[src/rtl/fft_pkg.sv]
// Shared types for the 2-point FFT front end: complex sample, sample pair,
// and the pairer FSM states.
package fft_pkg;
    localparam int W = 16;

    typedef struct packed {
        logic signed [W-1:0] re;
        logic signed [W-1:0] im;
    } cplx_t;

    typedef struct packed {
        cplx_t x0;
        cplx_t x1;
    } cplx_pair_t;

    typedef enum logic {
        EXPECT_X0 = 1'b0,
        EXPECT_X1 = 1'b1
    } pair_state_e;
endpackage

[src/rtl/fft2_sample_pairer_if.sv]
// Sample-in / pair-out bundle of the pairer. master drives samples and
// consumes pairs; slave is the pairer itself.
interface fft2_sample_pairer_if #(parameter int DEPTH = 4) ();
    import fft_pkg::*;
    localparam int LW = $clog2(DEPTH) + 1;

    logic                in_valid;
    logic                in_ready;
    logic signed [W-1:0] in_re;
    logic signed [W-1:0] in_im;
    logic                in_first;
    logic                out_valid;
    logic                out_ready;
    logic signed [W-1:0] x0r;
    logic signed [W-1:0] x0i;
    logic signed [W-1:0] x1r;
    logic signed [W-1:0] x1i;
    logic                drop_pulse;
    logic [LW-1:0]       level;

    modport master (
        output in_valid, in_re, in_im, in_first, out_ready,
        input  in_ready, out_valid, x0r, x0i, x1r, x1i, drop_pulse, level
    );

    modport slave (
        input  in_valid, in_re, in_im, in_first, out_ready,
        output in_ready, out_valid, x0r, x0i, x1r, x1i, drop_pulse, level
    );
endinterface

[src/rtl/fft2_pair_fifo.sv]
// First-word-fall-through FIFO of sample pairs; head reads zero when empty.
module fft2_pair_fifo
    import fft_pkg::*;
#(
    parameter  int DEPTH = 4,
    localparam int AW    = $clog2(DEPTH),
    localparam int LW    = AW + 1
) (
    input  logic       clk,
    input  logic       rst,
    input  logic       wr_en,
    input  cplx_pair_t wr_data,
    input  logic       rd_en,
    output cplx_pair_t rd_data,
    output logic       full,
    output logic       empty,
    output logic [LW-1:0] level
);
    cplx_pair_t    mem [DEPTH];
    logic [AW-1:0] wr_ptr, rd_ptr;
    logic [LW-1:0] cnt;
    logic          do_wr, do_rd;

    assign full  = (cnt == LW'(DEPTH));
    assign empty = (cnt == '0);
    assign level = cnt;
    // Guards are belt-and-braces; the pairer never writes full or reads empty.
    assign do_wr = wr_en && !full;
    assign do_rd = rd_en && !empty;
    assign rd_data = empty ? '0 : mem[rd_ptr];

    always_ff @(posedge clk) begin
        if (rst) begin
            wr_ptr <= '0;
            rd_ptr <= '0;
            cnt    <= '0;
        end else begin
            if (do_wr) begin
                mem[wr_ptr] <= wr_data;
                wr_ptr      <= wr_ptr + 1'b1;
            end
            if (do_rd) rd_ptr <= rd_ptr + 1'b1;
            case ({do_wr, do_rd})
                2'b10:   cnt <= cnt + 1'b1;
                2'b01:   cnt <= cnt - 1'b1;
                default: cnt <= cnt;
            endcase
        end
    end
endmodule

[src/rtl/fft2_sample_pairer.sv]
// Groups a serial complex sample stream into (x0, x1) pairs for the 2-point
// butterfly, with in_first-driven realignment and a drop flag for orphaned x0.
module fft2_sample_pairer
    import fft_pkg::*;
#(
    parameter int DEPTH = 4
) (
    input  logic clk,
    input  logic rst,
    fft2_sample_pairer_if.slave bus
);
    localparam int LW = $clog2(DEPTH) + 1;

    pair_state_e   state;
    cplx_t         hold;
    logic          drop_q;
    cplx_t         smp;
    cplx_pair_t    head;
    logic          full, empty, accept, wr, rd;
    logic [LW-1:0] level;

    assign smp = {bus.in_re, bus.in_im};

    // in_ready looks only at registered state, never at out_ready.
    assign bus.in_ready = (state == EXPECT_X0) || !full;
    assign accept       = bus.in_valid && bus.in_ready;
    assign wr           = accept && (state == EXPECT_X1) && !bus.in_first;
    assign rd           = bus.out_valid && bus.out_ready;

    always_ff @(posedge clk) begin
        if (rst) begin
            state  <= EXPECT_X0;
            hold   <= '0;
            drop_q <= 1'b0;
        end else begin
            drop_q <= 1'b0;
            if (accept) begin
                case (state)
                    EXPECT_X0: begin
                        hold  <= smp;
                        state <= EXPECT_X1;
                    end
                    EXPECT_X1: begin
                        if (bus.in_first) begin
                            hold   <= smp;
                            drop_q <= 1'b1;
                        end else begin
                            state <= EXPECT_X0;
                        end
                    end
                    default: state <= EXPECT_X0;
                endcase
            end
        end
    end

    fft2_pair_fifo #(.DEPTH(DEPTH)) u_fifo (
        .clk     (clk),
        .rst     (rst),
        .wr_en   (wr),
        .wr_data ({hold, smp}),
        .rd_en   (rd),
        .rd_data (head),
        .full    (full),
        .empty   (empty),
        .level   (level)
    );

    assign bus.out_valid  = !empty;
    assign bus.x0r        = head.x0.re;
    assign bus.x0i        = head.x0.im;
    assign bus.x1r        = head.x1.re;
    assign bus.x1i        = head.x1.im;
    assign bus.drop_pulse = drop_q;
    assign bus.level      = level;
endmodule

[src/flat_wrapper.sv]
// flat-port wrapper written by rule: the top's interface ports become plain ports
module fft2_sample_pairer_flat import fft_pkg::*;
#(
    parameter int DEPTH = 4
)
  (clk, rst, bus_in_valid, bus_in_re, bus_in_im, bus_in_first, bus_out_ready, bus_in_ready, bus_out_valid, bus_x0r, bus_x0i, bus_x1r, bus_x1i, bus_drop_pulse, bus_level);
  fft2_sample_pairer_if #(.DEPTH(DEPTH)) bus_i ();
  input  logic clk;
  input  logic rst;
  input wire logic [$bits(bus_i.in_valid)-1:0] bus_in_valid;
  input wire logic [$bits(bus_i.in_re)-1:0] bus_in_re;
  input wire logic [$bits(bus_i.in_im)-1:0] bus_in_im;
  input wire logic [$bits(bus_i.in_first)-1:0] bus_in_first;
  input wire logic [$bits(bus_i.out_ready)-1:0] bus_out_ready;
  output wire logic [$bits(bus_i.in_ready)-1:0] bus_in_ready;
  output wire logic [$bits(bus_i.out_valid)-1:0] bus_out_valid;
  output wire logic [$bits(bus_i.x0r)-1:0] bus_x0r;
  output wire logic [$bits(bus_i.x0i)-1:0] bus_x0i;
  output wire logic [$bits(bus_i.x1r)-1:0] bus_x1r;
  output wire logic [$bits(bus_i.x1i)-1:0] bus_x1i;
  output wire logic [$bits(bus_i.drop_pulse)-1:0] bus_drop_pulse;
  output wire logic [$bits(bus_i.level)-1:0] bus_level;
  assign bus_i.in_valid = bus_in_valid;
  assign bus_i.in_re = bus_in_re;
  assign bus_i.in_im = bus_in_im;
  assign bus_i.in_first = bus_in_first;
  assign bus_i.out_ready = bus_out_ready;
  assign bus_in_ready = bus_i.in_ready;
  assign bus_out_valid = bus_i.out_valid;
  assign bus_x0r = bus_i.x0r;
  assign bus_x0i = bus_i.x0i;
  assign bus_x1r = bus_i.x1r;
  assign bus_x1i = bus_i.x1i;
  assign bus_drop_pulse = bus_i.drop_pulse;
  assign bus_level = bus_i.level;
  fft2_sample_pairer #(.DEPTH(DEPTH)) u_core (.clk(clk), .rst(rst), .bus(bus_i));
endmodule
[config.mk]
export PLATFORM = sky130hd
export DESIGN_NAME = fft2_sample_pairer_flat
export DESIGN_NICKNAME = d
export VERILOG_FILES = /design/src/rtl/fft_pkg.sv /design/src/rtl/fft2_sample_pairer_if.sv /design/src/rtl/fft2_pair_fifo.sv /design/src/rtl/fft2_sample_pairer.sv /design/src/flat_wrapper.sv
export SDC_FILE = /design/constraint.sdc
export NUM_CORES = 1
export LEC_CHECK = 0
export BUFFER_PORTS_ARGS = -buffer_cell sky130_fd_sc_hd__buf_2
export CAP_MARGIN = 30
export CORE_MARGIN = 4
export CORE_UTILIZATION = 30
export DETAILED_ROUTE_END_ITERATION = 16
export GPL_TIMING_DRIVEN = 0
export PLACE_DENSITY = 0.44
export SYNTH_ARGS = -nofsm -noshare
export SYNTH_HDL_FRONTEND = slang
export SYNTH_SLANG_ARGS = --single-unit
[constraint.sdc]
create_clock -name clk -period 13.8 [get_ports clk]
set_input_delay 1.38 -clock clk [delete_from_list [all_inputs] [get_ports clk]]
set_output_delay 1.38 -clock clk [all_outputs]
set_load 0.005 [all_outputs]
* Word-level counts from Yosys, hierarchy flattened *
Memory sizes are Yosys's and may differ from the RTL's. A register that Yosys moved wholly into a read port is not among the register bits.
Index checks and enable logic that the tools add are counted.

operators by class
  $mul = 0
  eq/ne operators = 4
  mux-type cells = 11
  order comparisons = 0
  bitwise gates (word level) = 2
  div/mod/pow operators = 0
  add/sub/neg operators = 4
  reduce and logical (&&, ||, !) cells = 14
  shifts and indexed selects = 0

operators by type and width
  cell                                              number
  two-way mux 64 bit                                1
  case mux 32 bit (2 select lines)                  1
  two-way mux 32 bit                                1
  logical AND 1 bit                                 6
  case mux 3 bit (2 select lines)                   1
  adder 2 x 1 -> 2 bit, second input constant       2
  two-way mux 1 bit                                 4
  two-way mux 2 bit                                 2
  adder 3 x 1 -> 3 bit, second input constant       1
  == test 3 bit, second input constant              1
  zero test 1 bit                                   3
  zero test 3 bit                                   1
  OR reduction 3 bit                                1
  subtractor 3 x 1 -> 3 bit, second input constant  1
  == test 2 x 1 -> 1 bit, second input constant     1
  == test 2 bit, second input constant              1
  != test 2 bit, second input constant              1
  inverter 1 bit                                    2
  case mux 1 bit (2 select lines)                   1
  AND reduction 2 bit                               1
  nonzero test 2 bit                                1
  logical OR 1 bit                                  1

storage, ports and cells
  bits in registers = 41
  memory bits (read-only) = 0
  latch bits = 0
  input port bits = 37
  word-level logic and storage cells = 43
  bits in writable memories = 256
  memories kept = 1
  output and inout port bits = 70

memories
  memory             depth  bits a word  rd ports  clocked after Yosys merged registers in  write ports  line                  RTL
  u_core.u_fifo.mem  4      64           1         1                                        1            fft2_pair_fifo.sv:19  cplx_pair_t mem [DEPTH];

* Longest topological paths before layout *
  depth after elaboration = 10
  mapped depth = 9
  depth with buffers taken out = 9

* Hierarchy *
Synthesis repeated with hierarchy kept, for this count alone.

unflattened totals
  cell total of the unflattened synthesis = 609
  area total of the unflattened synthesis = 11,718.7 µm²

modules (own cells, without submodules)
  module              instances  seq. area each (µm²)  area an instance (µm²)  cells each
  fft2_pair_fifo      1          7,867.5               10,171.0                459
  fft2_sample_pairer  1          680.7                 1,547.7                 150

* Worst setup path after synthesis *
OpenSTA, ideal clock, no wires.

  path type = in2reg
  from = in rst
  to = mem u_core.u_fifo.mem[1][0] (netlist name), enable pin
  setup slack = 6.592 ns
  buffers on the path = 3
  cell stages on the path = 4
  library setup time = 0.578 ns
  data arrival time = 6.630 ns
  required time = 13.222 ns
  path through = clkbuf_1 -> clkbuf_1 -> clkbuf_1 -> nor3b_1

on the way
  word-level cells in the longest chain between the ends = 2

ends and longest elaborated chain
  item                                     line                  RTL
  from (decl)                              flat_wrapper.sv:9     input logic rst;
  two-way mux 1 bit                        fft2_pair_fifo.sv:33  if (rst) begin
  two-way mux 1 bit (not written as such)  fft2_pair_fifo.sv:39  mem[wr_ptr] <= wr_data;
  to (decl)                                fft2_pair_fifo.sv:19

No other way between the ends.

* Worst setup path after layout *
  from = reg u_core.u_fifo.cnt[0] (netlist: u_core.u_fifo.level[0])
  to = out bus_x1r[4]

on the way
  word-level cells in the longest chain between the ends = 2

ends and longest elaborated chain
  item                    line                  RTL
  from (decl)             fft2_pair_fifo.sv:21  logic [LW-1:0] cnt;
  from (signal assigned)  fft2_pair_fifo.sv:44  2'b10: cnt <= cnt + 1'b1;
  from (signal assigned)  fft2_pair_fifo.sv:45  2'b01: cnt <= cnt - 1'b1;
  from (signal assigned)  fft2_pair_fifo.sv:46  default: cnt <= cnt;
  zero test 3 bit         fft2_pair_fifo.sv:25  assign empty = (cnt == '0);
  two-way mux 64 bit      fft2_pair_fifo.sv:30  assign rd_data = empty ? '0 : mem[rd_ptr];
  to (decl)               flat_wrapper.sv:19    output wire logic [$bits(bus_i.x1r)-1:0] bus_x1r;

No other way between the ends.

==> impl_metrics.yaml <==
outcome:
  status: "finished, final reports clean"
critical_path:
  cp_data_arrival_time_ns: 2.59
  path_cells: "or3_1, clkbuf_1, clkbuf_1, and2_1, buf_2"
  reg2reg_from: "u_core.u_fifo.level[2]"
  max_stage_delay_ns: 0.50
  end_kind: "primary output"
  path_common_cell: "clkbuf_1"
  startpoint: "u_core.u_fifo.level[0]"
  startpoint_type: "register"
  worstSetupPathType: "reg2out"
  worst_path_max_delay_cell: "clkbuf_1"
  path_max_fanout: 10
  worstPathRequired_ns: 12.42
hold_path:
  hp-class: "reg2reg"
  worstHoldStart: "u_core.hold[25]"
finish:
  final_cell_mix: "edfxtp_1 (256), buf_2 (106), nand2b_1 (66)"
  final_nets: 822
  drive_above_1_share_pct: 33.0
  final_cell_area_mm2: 0.0143
  final_util_pct: 37.6
  area_growth_pct: 22.7
  final_common_cell: "edfxtp_1"
  n_fill_cell: 3555
floorplanning:
  die_x_um: 205
  ioPinCount: 107
  die_h_um: 205
  start_util_pct: 30.7
  rows: 71
  dieArea_mm2: 0.0420
  core_area_mm2: 0.0379
logic_synthesis:
  synth-async-reset-ratio_pct: 0
  syn_nets: 649
  synth_area_mm2: 0.0116
  synth_cell_types: 31
  ys_dominant_reg_cell: "edfxtp_1"
  synth_warnings: 0
  avgSynthCellArea_um2: 19.2
  synth_edf_count: 256
  syn_inst: 606
  ys_ff_latch: 299
  ys_seq_area_share_pct: 73.4
clock_network:
  clockBufferDepth: 3
  root_buffer: "clkbuf_16"
  htree_levels: 2
  clkTransAtPathRegs_ns: 0.05
  post_cts_buffers: 0
  clk_latency_ns: 0.50
  cts_tree: "built"
  cts_sinks: 299
  cts-buffers-inserted: 34
  post_cts_resized: 0
  holdBufCountCts: 0
power_and_ir_drop:
  internal_power_mw: 1.62
  p_comb_share_pct: 10.7
  p_switching_mw: 0.466
  seqPwrFrac_pct: 48.3
  swShare_pct: 22.4
  power_density_mw_per_mm2: 146
  p_total_mw: 2.08
  clkPwrFrac_pct: 41.0
  vdd_drop_max_mv: 0.0689
  p_leak_nw: 4.94
run:
  maxCapViolCount: 0
timing:
  tns_ns: 0
  slew_headroom_pct: 40.9
  skew_ns: 0.0101
  period_needed_ns: 3.97
  hold_viol_final: 0
  slew_violations: 0
  rsz0062_at_grt: "false"
  fmax_mhz: 252
  setup_viol: 0
  max_slew.worst_pin.slew_ns: 0.886
  fin_crit_sh_pct: 28.8
  fin_ws_ns: 9.83
place:
  hpwl_mm: 18.3
  post-place-ws_ns: 9.97
  place_congestion: 0.703
  io_buffers: 105
  placed_cell_area_mm2: 0.0132
global_route:
  overflow: 0
  grt_pass1_wl_mm: 40.2
  grt_max_degree: 13
  grt_usage_pct: 12.7
  antenna_found_initial: 1
  grt_pass1_vias: 6501
routing:
  num_vias: 5867
  wl_mm: 26.4
  post_drt_wl_per_cell_um: 20.0
  first_iter_violations: 342
  first_pass_iters: 4
  drc_errors: 0
  vias_per_cell: 4.45
  antenna_left: 0
state kept, by name, indices dropped and copies added, names as in the netlist, named ones only:
| name | flops |
|---|---|
| u_core.state | 1 |
| u_core.u_fifo.mem | 256 |
| u_core.bus.drop_pulse | 1 |
| u_core.hold | 32 |
| u_core.u_fifo.rd_ptr | 2 |
| u_core.u_fifo.level | 3 |
| u_core.u_fifo.wr_ptr | 2 |
per-stage QoR:
step | instances | hold WS, ns
5_1_grt | 1317 | 0.516
2_1_floorplan | 606 | 0.461
6_report | 1317 | 0.504
3_5_place_dp | 1254 | 0.486
4_1_cts | 1316 | 0.500
3_3_place_gp | 1222 | 0.470
path summary, 6_finish.rpt:
path	slack (ns)	depth (start not counted)	endpoint
worst max-delay path	9.83	5	bus_x1r[4]
worst max register to register	11.20	7	u_core.u_fifo.mem[3][10]
worst min register to register	0.50	0	u_core.u_fifo.mem[3][57]
worst min-delay path	0.50	0	u_core.u_fifo.mem[3][57]
power by group through the flow:
stage / sequential (mW) / clock [mW] / combinational [mW]
floorplan: 1.02 / 0 / 0.131
CTS: 1.01 / 0.885 / 0.233
detailed placement: 1.02 / 0 / 0.233
global route: 1.01 / 0.927 / 0.248
global placement: 1.02 / 0 / 0.229
finish: 1.01 / 0.855 / 0.223
critical path: cells and delay by family (launching register included):
kind,cells,cell delay [ns]
simple gates,2,0.51
buf+inv,3,1.12
flops,1,0.44
layer usage:
| layer | wire length, um | vias to the layer above | track usage, % |
|---|---|---|---|
| li1 | - | 2675 | - |
| met1 | 11100 | 3036 | 16.1 |
| met2 | 13600 | 123 | 22.2 |
| met3 | 1270 | 33 | 2.74 |
| met4 | 457 | 0 | 3.44 |
| met5 | 0 | - | 0 |
final cells by class:
class                      count  area, um2  area share, %
multi-input combinational    266       2910           20.4
antenna                        1       2.50         0.0175
sequential                   299       8550           59.9
clock inverter                 6       27.5          0.193
inverter                       8       30.0          0.210
timing repair buffer         137        901           6.31
buffer                        33        171           1.20
clock buffer                  56       1050           7.33
tap                          511        639           4.48
synthesized netlist by cell type (all sizes together), types with 4 or more instances:
cell type | instances | area, um2
and2 | 64 | 400
buf | 16 | 106
clkbuf | 17 | 65.1
dfxtp | 43 | 861
edfxtp | 256 | 7690
ha | 5 | 62.6
inv | 8 | 30.0
mux2i | 33 | 330
mux4 | 64 | 1440
nand2b | 66 | 413
nor2 | 9 | 33.8
nor3b | 5 | 42.5
xor2 | 4 | 35.0
cells by family after synthesis:
| logic type | count (synthesis) | synth area share, % |
|---|---|---|
| AO/OA/AOI/OAI | 6 | 0.441 |
| multiplexers | 98 | 15.3 |
| XOR/XNOR | 4 | 0.301 |
| flip-flops | 299 | 73.4 |
| adder cells (fa/ha/maj) | 6 | 0.709 |
| buffers and inverters | 41 | 1.73 |
| AND/OR/NAND/NOR | 152 | 8.07 |
No activity file was read; power rests on OpenSTA's default activity.
